[src/rtl/sram_stream_pkg.sv]
// sram_stream_pkg: FSM state type and output FIFO depth shared by the
// SRAM stream reader and its FIFO.
package sram_stream_pkg;
  typedef enum logic [1:0] {IDLE, READ, DRAIN} state_t;
  localparam int FIFO_DEPTH = 2;
endpackage

[src/rtl/sync_fifo2.sv]
// sync_fifo2: two-entry synchronous FIFO with a combinational head read and
// simultaneous push/pop that leaves the occupancy unchanged.
module sync_fifo2
  import sram_stream_pkg::*;
#(
  parameter int width = 8
) (
  input  logic             clk,
  input  logic             rst,
  input  logic             push,
  input  logic             pop,
  input  logic [width-1:0] din,
  output logic [width-1:0] dout,
  output logic             full,
  output logic             empty
);
  logic [width-1:0] mem_q [FIFO_DEPTH];
  logic [width-1:0] mem_d [FIFO_DEPTH];
  logic wp_q, wp_d, rp_q, rp_d;
  logic [1:0] cnt_q, cnt_d;

  always_comb begin
    mem_d = mem_q;
    if (push) mem_d[wp_q] = din;
    wp_d  = wp_q ^ push;
    rp_d  = rp_q ^ pop;
    cnt_d = cnt_q + {1'b0, push} - {1'b0, pop};
  end

  always_ff @(posedge clk or posedge rst) begin
    if (rst) begin
      mem_q <= '{default: '0};
      wp_q  <= 1'b0;
      rp_q  <= 1'b0;
      cnt_q <= 2'd0;
    end else begin
      mem_q <= mem_d;
      wp_q  <= wp_d;
      rp_q  <= rp_d;
      cnt_q <= cnt_d;
    end
  end

  assign dout  = mem_q[rp_q];
  assign full  = cnt_q == 2'(FIFO_DEPTH);
  assign empty = cnt_q == 2'd0;
endmodule

[src/rtl/sram_stream_reader.sv]
// sram_stream_reader: burst-reads COUNT words from a synchronous SRAM starting
// at BASE_ADDR and streams them out over a valid/ready interface.
module sram_stream_reader
  import sram_stream_pkg::*;
#(
  parameter int address_width = 22,
  parameter int data_width    = 2,
  localparam int W = (1 << data_width) * 8
) (
  input  logic                     CLK,
  input  logic                     RST,
  input  logic                     START,
  input  logic [address_width-1:0] BASE_ADDR,
  input  logic [address_width:0]   COUNT,
  output logic                     BUSY,
  output logic                     DONE,
  output logic [address_width-1:0] MEM_READ_ADDR,
  output logic                     MEM_OE,
  input  logic [W-1:0]             MEM_DATA,
  output logic [W-1:0]             STREAM_DATA,
  output logic                     STREAM_VALID,
  input  logic                     STREAM_READY
);
  state_t state_q, state_d;
  logic [address_width-1:0] addr_q, addr_d;
  logic [address_width:0] rem_q, rem_d, out_q, out_d;
  logic oe_q, oe_d, p_q, done_q, done_d, sv_q, sv_d;
  logic [W-1:0] sd_q, sd_d;
  logic hs, take, f_push, f_pop, f_full, f_empty, credit;
  logic [W-1:0] f_dout;
  logic [2:0] used;

  sync_fifo2 #(.width(W)) u_fifo (
    .clk  (CLK),
    .rst  (RST),
    .push (f_push),
    .pop  (f_pop),
    .din  (MEM_DATA),
    .dout (f_dout),
    .full (f_full),
    .empty(f_empty)
  );

  // The output register sits in front of the FIFO head; returning data
  // bypasses the FIFO whenever it is empty and the register is free.
  always_comb begin
    hs     = sv_q && STREAM_READY;
    take   = !sv_q || hs;
    f_pop  = take && !f_empty;
    f_push = p_q && !(take && f_empty);
    sv_d   = take ? (!f_empty || p_q) : 1'b1;
    sd_d   = !take ? sd_q : !f_empty ? f_dout : p_q ? MEM_DATA : sd_q;
    used   = (f_full ? 3'd2 : {2'b0, !f_empty}) + {2'b0, sv_q} + {2'b0, p_q} + {2'b0, oe_q};
    credit = used < 3'(FIFO_DEPTH + 1) + {2'b0, hs};
    state_d = state_q;
    addr_d  = addr_q;
    rem_d   = rem_q;
    out_d   = hs ? out_q - 1 : out_q;
    oe_d    = 1'b0;
    done_d  = 1'b0;
    case (state_q)
      IDLE: if (START) begin
        done_d  = COUNT == 0;
        oe_d    = COUNT != 0;
        state_d = COUNT != 0 ? READ : IDLE;
        addr_d  = COUNT != 0 ? BASE_ADDR : addr_q;
        rem_d   = COUNT != 0 ? COUNT - 1 : rem_q;
        out_d   = COUNT;
      end
      READ: begin
        oe_d    = rem_q != 0 && credit;
        addr_d  = oe_d ? addr_q + 1 : addr_q;
        rem_d   = oe_d ? rem_q - 1 : rem_q;
        state_d = rem_q == 0 ? DRAIN : READ;
      end
      DRAIN: if (hs && out_q == 1) begin
        state_d = IDLE;
        done_d  = 1'b1;
      end
      default: state_d = IDLE;
    endcase
  end

  always_ff @(posedge CLK or posedge RST) begin
    if (RST) begin
      state_q <= IDLE;
      addr_q  <= '0;
      rem_q   <= '0;
      out_q   <= '0;
      oe_q    <= 1'b0;
      p_q     <= 1'b0;
      done_q  <= 1'b0;
      sv_q    <= 1'b0;
      sd_q    <= '0;
    end else begin
      state_q <= state_d;
      addr_q  <= addr_d;
      rem_q   <= rem_d;
      out_q   <= out_d;
      oe_q    <= oe_d;
      p_q     <= oe_q;
      done_q  <= done_d;
      sv_q    <= sv_d;
      sd_q    <= sd_d;
    end
  end

  assign BUSY          = state_q != IDLE;
  assign DONE          = done_q;
  assign MEM_READ_ADDR = addr_q;
  assign MEM_OE        = oe_q;
  assign STREAM_DATA   = sd_q;
  assign STREAM_VALID  = sv_q;
endmodule

[config.mk]
export PLATFORM = sky130hd
export DESIGN_NAME = sram_stream_reader
export DESIGN_NICKNAME = d
export VERILOG_FILES = /design/src/rtl/sram_stream_pkg.sv /design/src/rtl/sync_fifo2.sv /design/src/rtl/sram_stream_reader.sv
export SDC_FILE = /design/constraint.sdc
export NUM_CORES = 1
export LEC_CHECK = 0
export CORE_UTILIZATION = 25
export DETAILED_ROUTE_END_ITERATION = 10
export GPL_ROUTABILITY_DRIVEN = 1
export MAX_ROUTING_LAYER = met4
export SYNTH_ARGS = -nofsm -noshare
export SYNTH_HDL_FRONTEND = slang
export SYNTH_SLANG_ARGS = --single-unit
[constraint.sdc]
create_clock -name CLK -period 20.9 [get_ports CLK]
set_clock_uncertainty 0.15 [all_clocks]
set_input_delay 6.27 -clock CLK [delete_from_list [all_inputs] [get_ports CLK]]
set_output_delay 6.27 -clock CLK [all_outputs]
set_load 0.005 [all_outputs]
**Word level (Yosys, flattened, before mapping)**

Index checks and enable logic that the tools add are counted.

- Register bits after elaboration: 174
- Input bits: 81
- Output and inout port bits: 58

- $add $sub $neg: 10
- $lt $le $gt $ge: 4
- Eq/ne operators: 9
- Multiplexer cells: 31
- Bitwise operators: 4
- Reductions and logical operators: 23

Operators by type and width:

| kind | count |
|---|---|
| 32-bit two-way mux | 6 |
| 23-bit two-way mux | 6 |
| 23-bit by 1-bit subtractor with 23-bit output, second input constant | 3 |
| 22-bit two-way mux | 3 |
| 64-bit bitwise mux | 1 |
| 23-bit zero test | 2 |
| 23-bit case mux with 2 select lines | 1 |
| 23-bit nonzero test | 2 |
| 22-bit case mux with 2 select lines | 1 |
| 32-bit demux with 1-bit select | 1 |
| 23-bit by 1-bit equality test with 1-bit output, second input constant | 1 |
| 22-bit by 1-bit adder with 22-bit output, second input constant | 1 |
| 2-bit != test, second input constant | 5 |
| 2-bit two-way mux | 4 |
| 1-bit logical AND | 7 |
| 3-bit by 1-bit adder with 3-bit output | 2 |
| 2-bit case mux with 3 select lines | 1 |
| 1-bit two-way mux | 5 |
| 2-bit equality test, second input constant | 2 |
| 2-bit greater-or-equal comparator, second input constant | 2 |
| 2-bit zero test | 2 |
| 1-bit inverter with 2-bit output | 2 |
| 1-bit case mux with 2 select lines | 2 |
| 2-bit AND reduction | 2 |
| other kinds (12) | 17 |

**Depth between registers and ports, before layout**

- Depth after elaboration: 10
- Gate-level depth with buffers: 15

**Hierarchy**

Synthesis repeated with hierarchy kept, for this count alone.

- Cell total of the unflattened synthesis: 939
- Area total of the unflattened synthesis: 10113.4 um^2

Modules (own cells, without submodules):

| module | instances | cells an instance | area each (um^2) | sequential area each (um^2) |
|---|---|---|---|---|
| sram_stream_reader | 1 | 750 | 6671.4 | 2652.5 |
| sync_fifo2 | 1 | 189 | 3442.1 | 1701.6 |

**Worst setup path before layout**

Ideal clock, no wire load.

- Path type: input -> register
- Start point: input COUNT[0]
- End point: register rem_q[16]
- Library setup time: 65 ps
- Arrival: 8130 ps
- Path slack: 12556 ps
- Stages on the path: 9
- Buffers on the path: 1
- Path through: mux2i_1 > ha_1 > nor3b_1 > a32oi_1 > nor4_2 > buf_4 > nand2_1 > a211oi_1 > o22a_1

- Word-level cells in the longest chain between the ends: 4

RTL lines:

| element | RTL line | source |
|---|---|---|
| start, declared | sram_stream_reader.sv:14 | `input logic [address_width:0] COUNT,` |
| 23-bit by 1-bit subtractor with 23-bit output | sram_stream_reader.sv:67 | `rem_d = COUNT != 0 ? COUNT - 1 : rem_q;` |
| 23-bit two-way mux | sram_stream_reader.sv:67 |  |
| 23-bit two-way mux | sram_stream_reader.sv:62 | `IDLE: if (START) begin` |
| 23-bit case mux with 2 select lines | sram_stream_reader.sv:61 | `case (state_q)` |
| end signal, assigned | sram_stream_reader.sv:98 | `rem_q <= rem_d;` |
| end, declared | sram_stream_reader.sv:26 | `logic [address_width:0] rem_q, rem_d, out_q, out_d;` |

Parallel ways exist; a longest one is shown, timed or not. The select of a mux whose other input is x is not followed.
A chain may end at the register's enable or synchronous reset.

**Worst setup path in the final report**

- Start point: input COUNT[5]
- End point: register rem_q[2]

- Word-level cells in the longest chain between the ends: 3

RTL lines:

| element | RTL line |
|---|---|
| 23-bit nonzero test | sram_stream_reader.sv:67 |
| 2-bit != test (no source line) | -- |
| 4-bit AND reduction (no source line) | -- |

No other way between the ends.

==> key figures <==
Worst setup path
  • CP arrival: about 9.6 ns
  • CP max FO: 53
  • Crit path cell chain: clkdlybuf4s50_1, nor4_1, nand2_1, o31ai_4, o41a_2, buf_4, inv_2, o2111ai_1, o311ai_1
  • CP endpoint kind: flip-flop
  • Critical Path RT: between 20 and 25 ns
  • FF-to-FF path depth: 10
  • Critical path's largest stage delay: 0.57 ns
  • Slowest stage cell, crit path: nor4_1
  • CP Launch Type: input port
  • Critical path class: in2reg

Drt
  • Drt wl/cell: 15.3 um
  • # DRC: 0
  • Via density: 4.77
  • Drt pass-1 iters: 4
  • Routed wire length: 25.0 mm
  • Initial DRC count: 305
  • Post-DRT Antenna Nets: 0
  • Total number of vias: 7769

Floorplanning
  • Die Y: 197 um
  • Core area: 0.0376 mm2
  • Site row count: between 70 and 80
  • Die ar.: 0.0389 mm2
  • Die width: 197 um
  • I/O pins: 139
  • Starting Density: 25.3%

Finish
  • Multi-input logic area: 0.00485 mm2
  • Final net count: 1198
  • Ant. Diodes: 0
  • Fill count: 3907
  • Area Overhead vs Synth: 26.0%
  • FF+latch area: 0.00436 mm2
  • Layout cells sized above 1: 12.2%

Clocking
  • CTS tree: built
  • Clock Path Buffers: 2
  • Post-CTS Hold Buffers: 0
  • Setup bufs post-CTS: 0
  • Root Buffer: clkbuf_16
  • Clock Latency Late Sink: 0.45 ns
  • Resize count post-CTS: 0
  • TritonCTS Buffers: 17
  • Clk pin slew, worst setup/hold paths: approximately 0.080 ns
  • Clock sink total: 174
  • H-tree levels: 4

Yosys
  • Yosys reg bits: around 170
  • Synth Flop Type: dfrtp_1
  • Syn avg cell area: around 9.5 um2
  • Post-synth top area cell: dfrtp_1
  • Synth Instances: 999
  • Synth async-reset ratio: 100%
  • Yosys warns: 0
  • Syn_nets: 1093
  • Mapped Area: 0.00952 mm2
  • Number of flops mapped to enable cells by yosys: 0
  • Distinct cell type count after synthesis: between 70 and 80
  • Top-area cell type share of the netlist area: 45.7%
  • Register area share after synthesis: 45.7%
  • Top cells by area, synth: dfrtp_1, mux2_2, mux2i_1

Timing
  • RSZ-0062 raised after global routing: false
  • Slew headroom: roughly a fifth
  • Min Hold Slack: roughly 0.33 ns
  • Final Setup Violations: 0
  • Worst Tran Pin Value: approximately 1.2 ns
  • FMAX: 106 MHz
  • Fin crit share: 45.1%
  • Fin. Hold Viols: 0
  • Minimum clock period: about 9.4 ns
  • Slew Limit Fails: 0
  • Setup TNS: 0 ns

Global routing
  • Largest net degree at the start of global routing: 77
  • Total global routing overflow: 0
  • Initial antenna violation count: 0
  • Gr usage total: 13.7%
  • First-pass GRT wire length: 41.0 mm
  • Vias in the first global route: roughly 7600

Place
  • Port Buf Inserts: 138
  • GP Congestion: 0.795
  • Placed wire-length estimate: 16.8 mm

Pwr
  • Int Pwr: 0.00107 W
  • Leak: between 4 and 5 nW
  • Worst VDD drop: 0.0000964 V
  • Net Sw Frac: approximately two fifths
  • Logic pwr share: 45.3%
  • Pwr/cell area: 148 mW/mm2
  • Sequential power share: 35.7%
  • Switching component of the power: 0.000702 W
  • Clock Power Share: 19.0%

Flow run
  • Max-cap viol count: 0

Worst hold path
  • Worst hold path type: reg2reg
  • Worst Hold Depth: 0

Status
  • Status: finished, final reports clean
## layout make-up
type	instances	area share [%]
timing repair buffer	150	12.3
clock buffer	21	3.84
tap	511	5.33
multi-input combinational	741	40.4
sequential	174	36.3
clock inverter	11	1.23
inverter	20	0.667
## cells in the mapped netlist (all sizes together) (11+ instances only)
cell,number
nor3,24
mux2,71
nor2,108
nand2,113
mux2i,52
clkbuf,40
dfrtp,174
nand3,18
nor4,18
a21oi,75
inv,20
ha,11
buf,24
o21ai,89
xnor2,20
## routing by layer
layer	vias up	GRT usage, %	wire (um)
li1	3775	-	-
met1	3782	17.5	11700
met2	180	21.5	11700
met3	32	2.83	1130
met4	0	4.48	452
met5	-	-	0
## cell usage in the layout, fill, tap and decap left out, types with 4 or more instances in the layout
cell type,count
xor2_1,7
xnor2_1,20
o22a_1,6
o2111ai_1,4
nor3_1,23
a21oi_1,75
and2_1,9
o21ai_0,86
a211oi_1,4
nand3_1,18
nor3b_1,4
nand3b_1,8
inv_1,18
nor4_2,4
inv_6,5
a32oi_1,4
nand2_1,113
dfrtp_1,173
a31oi_1,8
nor2_1,106
o22ai_1,5
and3_1,7
o211ai_1,4
clkdlybuf4s50_1,138
ha_1,11
mux2_2,68
nor4_1,14
buf_4,12
clkbuf_16,17
mux2i_1,51
or3_1,9
nand4_1,4
## critical path, delay by kind of cell
| kind | cells | cell delay [ns] |
|---|---|---|
| AO/OA/AOI/OAI | 4 | 1.10 |
| buffers and inverters | 3 | 1.41 |
| AND/OR/NAND/NOR | 2 | 0.77 |
## state kept, by name, summed over array words and instances, names as in the netlist
signal         flops
u_fifo.rp_q        1
u_fifo.mem_q      64
DONE               1
MEM_OE             1
u_fifo.wp_q        1
u_fifo.cnt_q       2
rem_q             23
out_q             23
p_q                1
STREAM_DATA       32
MEM_READ_ADDR     22
STREAM_VALID       1
state_q            2
## metrics by stage
stage	utilization [%]	worst slack [ns]	std cells	cell area (um2)	total power, W
after floorplan	-	9.76	999	9520	0.00117
after global placement	30.3	11.01	1596	11400	0.00143
after detailed placement	30.3	11.03	1596	11400	0.00146
after CTS	31.9	11.52	1628	12000	0.00180
after global routing	31.9	11.24	1628	12000	0.00193
final	31.9	11.47	1628	12000	0.00177
## power groups by stage
stage	Combinational, W	Sequential, W	Clock [W]
after detailed placement	0.000818	0.000639	0
after floorplan	0.000570	0.000603	0
after global placement	0.000798	0.000632	0
final	0.000804	0.000633	0.000337
after global routing	0.000910	0.000659	0.000362
after CTS	0.000819	0.000634	0.000351
## kinds of logic (layout without fill, tap and decap cells)
group	after synthesis	after routing	share of synthesized area [%]
AOI/OAI and AO/OA	228	228	14.5
xor gates and xnor gates	27	27	2.48
adders and majority gates	13	13	1.87
buffers and inverters	84	202	3.69
DFF	174	174	45.7
muxes	123	123	13.9
and+or+nand+nor	350	350	17.8
## path summary, 6_finish.rpt
check                                  end  slack (ns)        from
hold reg to reg                        p_q        0.33      MEM_OE
max in group asynchronous      u_fifo.rp_q       13.26         RST
hold / removal                         p_q        0.33      MEM_OE
setup reg to reg                 rem_q[18]       16.38  state_q[1]
min in group asynchronous  STREAM_DATA[15]        6.04         RST
setup / recovery                  rem_q[2]       11.47    COUNT[5]
Power figures use the tool's default switching activity.
